[src/rtl/topk_pkg.sv]
// Shared width helpers for the streaming top-K tracker.
package topk_pkg;

    // Index width for a rank selector; never collapses to zero bits.
    function automatic int idx_w(input int depth);
        int w;
        w = $clog2(depth);
        return (w < 1) ? 1 : w;
    endfunction

    // Width able to hold an occupancy count of 0..depth.
    function automatic int cnt_w(input int depth);
        return $clog2(depth + 1);
    endfunction

endpackage

[src/rtl/topk_slot.sv]
// One rank of the top-K array: holds a value and its occupancy, reports whether din
// would win this rank, and updates as hold / load din / take from the rank above.
module topk_slot #(
    parameter int DATA_WIDTH = 32
) (
    input  logic                  clk,
    input  logic                  reset,
    input  logic                  flush,
    input  logic                  load,
    input  logic                  shift,
    input  logic [DATA_WIDTH-1:0] din,
    input  logic                  above_occ,
    input  logic [DATA_WIDTH-1:0] above_val,
    output logic                  occ,
    output logic [DATA_WIDTH-1:0] val,
    output logic                  win
);

    logic                  occ_reg;
    logic [DATA_WIDTH-1:0] val_reg;

    // An empty rank loses to every sample, zero included; ties go to the new sample.
    assign win = !occ_reg || (din >= val_reg);
    assign occ = occ_reg;
    assign val = val_reg;

    always_ff @(posedge clk) begin
        if (reset) begin
            occ_reg <= 1'b0;
            val_reg <= '0;
        end else if (flush) begin
            occ_reg <= load;
            val_reg <= load ? din : '0;
        end else if (load) begin
            occ_reg <= 1'b1;
            val_reg <= din;
        end else if (shift) begin
            occ_reg <= above_occ;
            val_reg <= above_val;
        end
    end

endmodule

[src/rtl/topk_tracker.sv]
// Streaming top-K tracker: sorted descending array of the DEPTH largest samples.
// Optional TOPK_TRACKER_UNIQUE_EN drops samples equal to an occupied rank.
module topk_tracker
    import topk_pkg::*;
#(
    parameter  int DATA_WIDTH = 32,
    parameter  int DEPTH      = 4,
    localparam int IDX_W      = idx_w(DEPTH),
    localparam int CNT_W      = cnt_w(DEPTH)
) (
    input  logic                  clk,
    input  logic                  reset,
    input  logic                  din_valid,
    input  logic [DATA_WIDTH-1:0] din,
    input  logic                  clear,
    input  logic [IDX_W-1:0]      rd_idx,
    output logic [DATA_WIDTH-1:0] dout,
    output logic                  dout_valid,
    output logic [CNT_W-1:0]      count,
    output logic                  full
);

    typedef struct packed {
        logic                  occ;
        logic [DATA_WIDTH-1:0] val;
    } slot_t;

    slot_t            slots [DEPTH];
    logic [DEPTH-1:0] win;
    logic [DEPTH-1:0] any_above;
    logic [DEPTH-1:0] load;
    logic [DEPTH-1:0] shift;
    logic             dup;
    logic             ins;

`ifdef TOPK_TRACKER_UNIQUE_EN
    always_comb begin
        dup = 1'b0;
        for (int i = 0; i < DEPTH; i++) begin
            if (slots[i].occ && (slots[i].val == din)) begin
                dup = 1'b1;
            end
        end
    end
`else
    assign dup = 1'b0;
`endif

    assign ins = din_valid & ~clear & ~dup;

    // The array is sorted with a contiguous occupied prefix, so win is monotonic and the
    // insertion point is simply the first winning rank; everything below it shifts down.
    always_comb begin
        any_above = '0;
        load      = '0;
        shift     = '0;
        for (int i = 1; i < DEPTH; i++) begin
            any_above[i] = any_above[i-1] | win[i-1];
        end
        for (int i = 0; i < DEPTH; i++) begin
            load[i]  = ins & win[i] & ~any_above[i];
            shift[i] = ins & any_above[i];
        end
        if (clear) begin
            load[0] = din_valid;
        end
    end

    generate
        for (genvar gi = 0; gi < DEPTH; gi++) begin : g_rank
            logic                  above_occ;
            logic [DATA_WIDTH-1:0] above_val;
            logic                  occ_w;
            logic [DATA_WIDTH-1:0] val_w;

            if (gi == 0) begin : g_head
                assign above_occ = 1'b0;
                assign above_val = '0;
            end else begin : g_body
                assign above_occ = slots[gi-1].occ;
                assign above_val = slots[gi-1].val;
            end

            topk_slot #(
                .DATA_WIDTH(DATA_WIDTH)
            ) u_slot (
                .clk       (clk),
                .reset     (reset),
                .flush     (clear),
                .load      (load[gi]),
                .shift     (shift[gi]),
                .din       (din),
                .above_occ (above_occ),
                .above_val (above_val),
                .occ       (occ_w),
                .val       (val_w),
                .win       (win[gi])
            );

            assign slots[gi] = '{occ: occ_w, val: val_w};
        end
    endgenerate

    always_comb begin
        count = '0;
        for (int i = 0; i < DEPTH; i++) begin
            count = count + CNT_W'(slots[i].occ);
        end
    end

    assign full = slots[DEPTH-1].occ;

    // Out-of-range indices match no rank and therefore read as empty.
    always_comb begin
        dout       = '0;
        dout_valid = 1'b0;
        for (int i = 0; i < DEPTH; i++) begin
            if ((rd_idx == IDX_W'(i)) && slots[i].occ) begin
                dout       = slots[i].val;
                dout_valid = 1'b1;
            end
        end
    end

endmodule
[config.mk]
export PLATFORM = sky130hd
export DESIGN_NAME = topk_tracker
export DESIGN_NICKNAME = d
export VERILOG_FILES = /design/src/rtl/topk_pkg.sv /design/src/rtl/topk_slot.sv /design/src/rtl/topk_tracker.sv
export SDC_FILE = /design/constraint.sdc
export NUM_CORES = 1
export LEC_CHECK = 0
export BUFFER_PORTS_ARGS = -buffer_cell sky130_fd_sc_hd__clkbuf_2
export CAP_MARGIN = 0
export CORE_UTILIZATION = 40
export CTS_BUF_LIST = sky130_fd_sc_hd__clkbuf_4
export DETAILED_ROUTE_END_ITERATION = 8
export GPL_ROUTABILITY_DRIVEN = 0
export SYNTH_ARGS = -nofsm -noshare
export SYNTH_HDL_FRONTEND = slang
export SYNTH_SLANG_ARGS = --single-unit
[constraint.sdc]
create_clock -name clk -period 3.2 [get_ports clk]
set_input_delay 0.48 -clock clk [delete_from_list [all_inputs] [get_ports clk]]
set_output_delay 0.48 -clock clk [all_outputs]
set_load 0.03 [all_outputs]
## Yosys cells after proc, flatten, opt, wreduce, memory -nomap -nowiden

Cells that the tools add are included.

- Add/sub/neg operators: 3
- Magnitude comparators: 4
- Equality and inequality tests: 3
- Multiplexer cells: 35
- Bitwise logic cells: 16
- Reduce and logical (&&, ||, !) cells: 17

Operators with widths:

| operator | number |
|---|---|
| two-way mux 32 bit | 19 |
| greater-or-equal comparator 32 bit | 4 |
| two-way mux 1 bit | 16 |
| AND 1 bit | 10 |
| nonzero test 3 bit | 3 |
| equality test 2 bit, second input constant | 2 |
| logical AND 1 bit | 4 |
| zero test 1 bit | 4 |
| logical OR 1 bit | 4 |
| inverter 1 bit | 4 |
| adder 2 x 1 -> 3 bit | 1 |
| adder 3 x 1 -> 3 bit | 1 |
| adder 1 x 1 -> 2 bit | 1 |
| equality test 2 x 1 -> 1 bit, second input constant | 1 |
| zero test 2 bit | 1 |
| bitwise OR 1 bit | 2 |
| nonzero test 2 bit | 1 |

- Register bits after elaboration: 132
- Output and inout port bits: 37
- Logic and storage cells: 86

## Logic depth before layout (Yosys ltp)

- Depth after elaboration: 8
- Mapped depth: 12
- Mapped depth without buffers: 10

## By module

Synthesis repeated with hierarchy kept, for this count alone.

- Cell total of the unflattened synthesis: 1365
- Area, all modules: 10501.3 um2

By module, submodules not included:

| module | instances | cells each | area an instance (um2) |
|---|---|---|---|
| topk_slot | 4 | 295 | 2296.0 |
| topk_tracker | 1 | 185 | 1317.5 |

## Least setup slack after synthesis

OpenSTA, ideal clock, no wires.

- Path type: in2reg
- From: input din[2]
- To: register g_rank[2].u_slot.val_reg[27]
- Setup time: 91 ps
- Arrival time: 2902 ps
- Data required time: 3109 ps
- Path slack: 207 ps
- Stages on the path: 11
- Path through: ha_1 a211o_1 a31oi_1 o21ai_1 a211o_1 a2111oi_4 nor4b_4 buf_6 buf_6 nand2_1 a311oi_1

- Longest elaborated chain between the ends: 7

RTL lines:

| item | line | RTL |
|---|---|---|
| from (decl) | topk_tracker.sv:14 | `input logic [DATA_WIDTH-1:0] din,` |
| greater-or-equal comparator 32 bit | topk_slot.sv:23 | `assign win = !occ_reg \|\| (din >= val_reg);` |
| logical OR 1 bit | topk_slot.sv:23 |  |
| bitwise OR 1 bit | topk_tracker.sv:58 | `any_above[i] = any_above[i-1] \| win[i-1];` |
| inverter 1 bit | topk_tracker.sv:61 | `load[i] = ins & win[i] & ~any_above[i];` |
| AND 1 bit | topk_tracker.sv:61 |  |
| two-way mux 32 bit (on tied branches) | topk_slot.sv:34, topk_slot.sv:33 |  |
| two-way mux 32 bit | topk_slot.sv:31 | `end else if (flush) begin` |
| to (signal assigned) | topk_slot.sv:33 | `val_reg <= load ? din : '0;` |
| to (signal assigned) | topk_slot.sv:36 | `val_reg <= din;` |
| to (signal assigned) | topk_slot.sv:39 | `val_reg <= above_val;` |
| to (decl) | topk_slot.sv:20 | `logic [DATA_WIDTH-1:0] val_reg;` |

Several ways; a longest one is shown, not always the timed one.
A chain may end at the register's enable or synchronous reset.

## Worst setup path after layout

- From: register g_rank[0].u_slot.val_reg[30]
- To: register g_rank[2].u_slot.val_reg[25]

- Longest elaborated chain between the ends: 7

RTL lines:

| item | line |
|---|---|
| from (decl) | topk_slot.sv:20 |
| from (signal assigned) | topk_slot.sv:33 |
| from (signal assigned) | topk_slot.sv:36 |
| from (signal assigned) | topk_slot.sv:39 |
| greater-or-equal comparator 32 bit * | topk_slot.sv:23 |
| logical OR 1 bit * | topk_slot.sv:23 |
| bitwise OR 1 bit * | topk_tracker.sv:58 |
| inverter 1 bit | topk_tracker.sv:61 |
| AND 1 bit | topk_tracker.sv:61 |
| two-way mux 32 bit (on tied branches) | topk_slot.sv:34, topk_slot.sv:33 |
| two-way mux 32 bit | topk_slot.sv:31 |

Mark *: on every way between the ends. The rest lies on a longest branch, timed or not.

==> impl_metrics.toml <==
[floorplanning]
die_h_um = 158
rows = 56
die_w_um = 158
coreArea_mm2 = 0.0237
ios = 75
initial_core_util = 0.412
dieArea_mm2 = 0.0250

[grt]
grt_pass1_vias = 9273
grt_max_degree = 133
grt_pass1_wl_um = 49800
grt_use_total = 0.259
antenna_found_initial = 1
overflow = 0

[pwr]
p_leak_nw = 5.17
finalPower_mw = 4.09
ir_worst_vdd_mv = 0.210
powerDensity_mw_per_mm2 = 344

[clock_network]
clkLatencyLatePin_ps = 570
postCtsHoldBufs = 0
numCtsBuffers = 17
htreeDepth = 4
cts.reportedPaths.clkPinSlew_ps = 120
cts_tree = "done"
clockBufferDepth = 2
cts_num_sinks = 132
cts_root_buffer = "clkbuf_4"

[placement]
numPortBuffers = 74
hpwl_um = 21600
pre_cts_slack_ps = -269

[setup_path]
worstPathRequired_ps = 3660
max_stage_delay_ps = 400
cp-start-kind = "register"
crit_slowest_cell = "nor4b_4"
end_kind = "register"
crit_chain = "inv_1 > ha_1 > a21oi_1 > nand2_1 > a21oi_1 > o211ai_1 > buf_4 > a2111oi_4 > nor4b_4 > buf_6 > clkbuf_16 > nand2_1 > a311oi_1"
crit_fanout = 8
critPathArrivalTime_ps = 3570
worstSetupPathType = "register to register"

[detailed_routing]
drc = 0
first_iter_violations = 734
wire_per_inst_um = 19.0
wl_um = 31700
ant_nets = 0
drt-vias-per-instance = 5.67
via_count = 9484
first_pass_iters = 5

[yosys]
yosysUniqueCellTypes = 57
synthesis.area_mm2 = 0.00976
synth_async_sr_flop_share = 0
synthCells = 1200
synth_warnings = 0
syn-num-nets = 1369
synth_edf_count = 0
synthFlopType = "dfxtp_1"
synth.ff_latch_count = 132
ys_seq_area_frac = 0.271
syn_area_per_cell_um2 = 8.13

[timing]
drv_slew = 0
fmax_ghz = 0.321
period_share = 0.972
fin_crit_ps = 3110
worst_slew_pin_slew_ps = 648
setup_violations = 0
final_hold_viol_count = 0
fin_worst_skew_ps = 21.1
fin_ws_ps = 88.8
relSlewSlack = 0.568

[run]
max_cap_viol_count = 0

[finish]
mostFrequentLayoutCell = "inv_1"
largest_reg_flops = 128
nNetsFinal = 1510
fin_util = 0.501
drive_above_1_share = 0.201
area_delta_synth_final_pct = 21.7
final_cell_mix = "165 x inv_1, 125 x ha_1, 124 x dfxtp_1, 107 x buf_4, 101 x a21oi_1"

[outcome]
status = "complete, no violations"

[worst_hold_path]
hold_class = "input port to register"
==> repair_timing <==
action                                  CTS  global route
buffers inserted                          1             1
endpoints found under the setup margin   16            98
pin swaps                                 2            12
gates resized for setup                   2            37
gates cloned                              0             3
==> report_power, final <==
part | switching, mW | internal, mW
Sequential | 0.0563 | 1.72
Clock | 0.679 | 0.701
Combinational | 0.534 | 0.403
Total | 1.27 | 2.82
==> Yosys cell counts (2+ instances only) <==
master     instances  area, um^2
nand2b_1           4        25.0
buf_6              4        45.0
and4_1             5        43.8
ha_1             130        1630
a32oi_1            2        17.5
dfxtp_1          132        2640
nand3_1           12        60.1
o211a_1            2        20.0
a211o_1            4        35.0
a221oi_1           2        17.5
clkbuf_1          59         221
inv_1            168         631
buf_1              4        15.0
buf_2              5        25.0
a211oi_1           4        30.0
a21oi_1          102         510
nand2_1           59         221
nor2_1            76         285
buf_4              4        30.0
a41oi_1            2        17.5
nand3b_1           2        15.0
a21o_1            16         120
o21a_1             4        30.0
nor2b_1            4        25.0
o21ai_0           15        75.1
nor3_1            39         195
nor3b_1            2        15.0
mux2i_1           99         991
o31ai_1           32         240
or3_1             32         200
a31o_2             2        17.5
o21ai_1            2        10.0
a2111oi_0          3        26.3
o221ai_1           2        17.5
a311oi_1          32         280
o2111ai_1          3        26.3
a22oi_1           32         240
a31oi_1            3        18.8
a21boi_0           2        15.0
o22ai_1           64         400
nand4_1           14        87.6
==> critical path: cells and delay by family (launching register included) <==
kind | cells | cell delay, ps
AO/OA/AOI/OAI | 5 | 1200
flip-flops | 1 | 350
AND/OR/NAND/NOR | 3 | 530
adder cells (fa/ha/maj) | 1 | 300
buffers and inverters | 4 | 610
==> worst paths after layout <==
path,start,to,slack (ps),cells after the start
max,g_rank[0].u_slot.val[30],g_rank[2].u_slot.val[25],90,13
min,din[26],g_rank[0].u_slot.val[26],220,3
max reg2reg,g_rank[0].u_slot.val[30],g_rank[2].u_slot.val[25],90,13
min reg2reg,g_rank[3].u_slot.occ,g_rank[3].u_slot.occ,530,2
==> cell families (layout without fill, tap and decap cells) <==
group	count (synthesis)	after routing	synth area share
AOI/OAI and AO/OA	338	338	0.232
muxes	100	100	0.103
other	0	1	0
DFF	132	132	0.271
and+or+nand+nor	255	255	0.126
buffers and inverters	244	398	0.0991
adders and majority gates	131	131	0.169
==> metal layers <==
| metal | wire, um | vias up | global-route usage |
|---|---|---|---|
| met1 | 15000 | 4504 | 0.358 |
| li1 | - | 4649 | - |
| met4 | 529 | 0 | 0.0806 |
| met2 | 14400 | 291 | 0.409 |
| met5 | 0 | - | 0 |
| met3 | 1780 | 40 | 0.0424 |
==> final cells by class <==
cell class                 count  area [um^2]
inverter                     168          631
tap                          319          399
fill                        2367        11800
antenna                        1         2.50
multi-input combinational    824         6340
clock inverter                13          188
sequential                   132         2650
clock buffer                  19          143
timing repair buffer         198         1520
==> stage by stage <==
step / cells / TNS [ps] / hold slack [ps] / instance area (um^2)
after CTS: 1669 / 0 / 191 / 11600
after global routing: 1674 / -272 / 204 / 11900
after floorplan: 1200 / 0 / 487 / 9760
after global placement: 1636 / -13010 / 495 / 11300
final: 1674 / 0 / 223 / 11900
after detailed placement: 1636 / -13350 / 510 / 11300
Note: power is estimated with default switching activity, not from simulation.
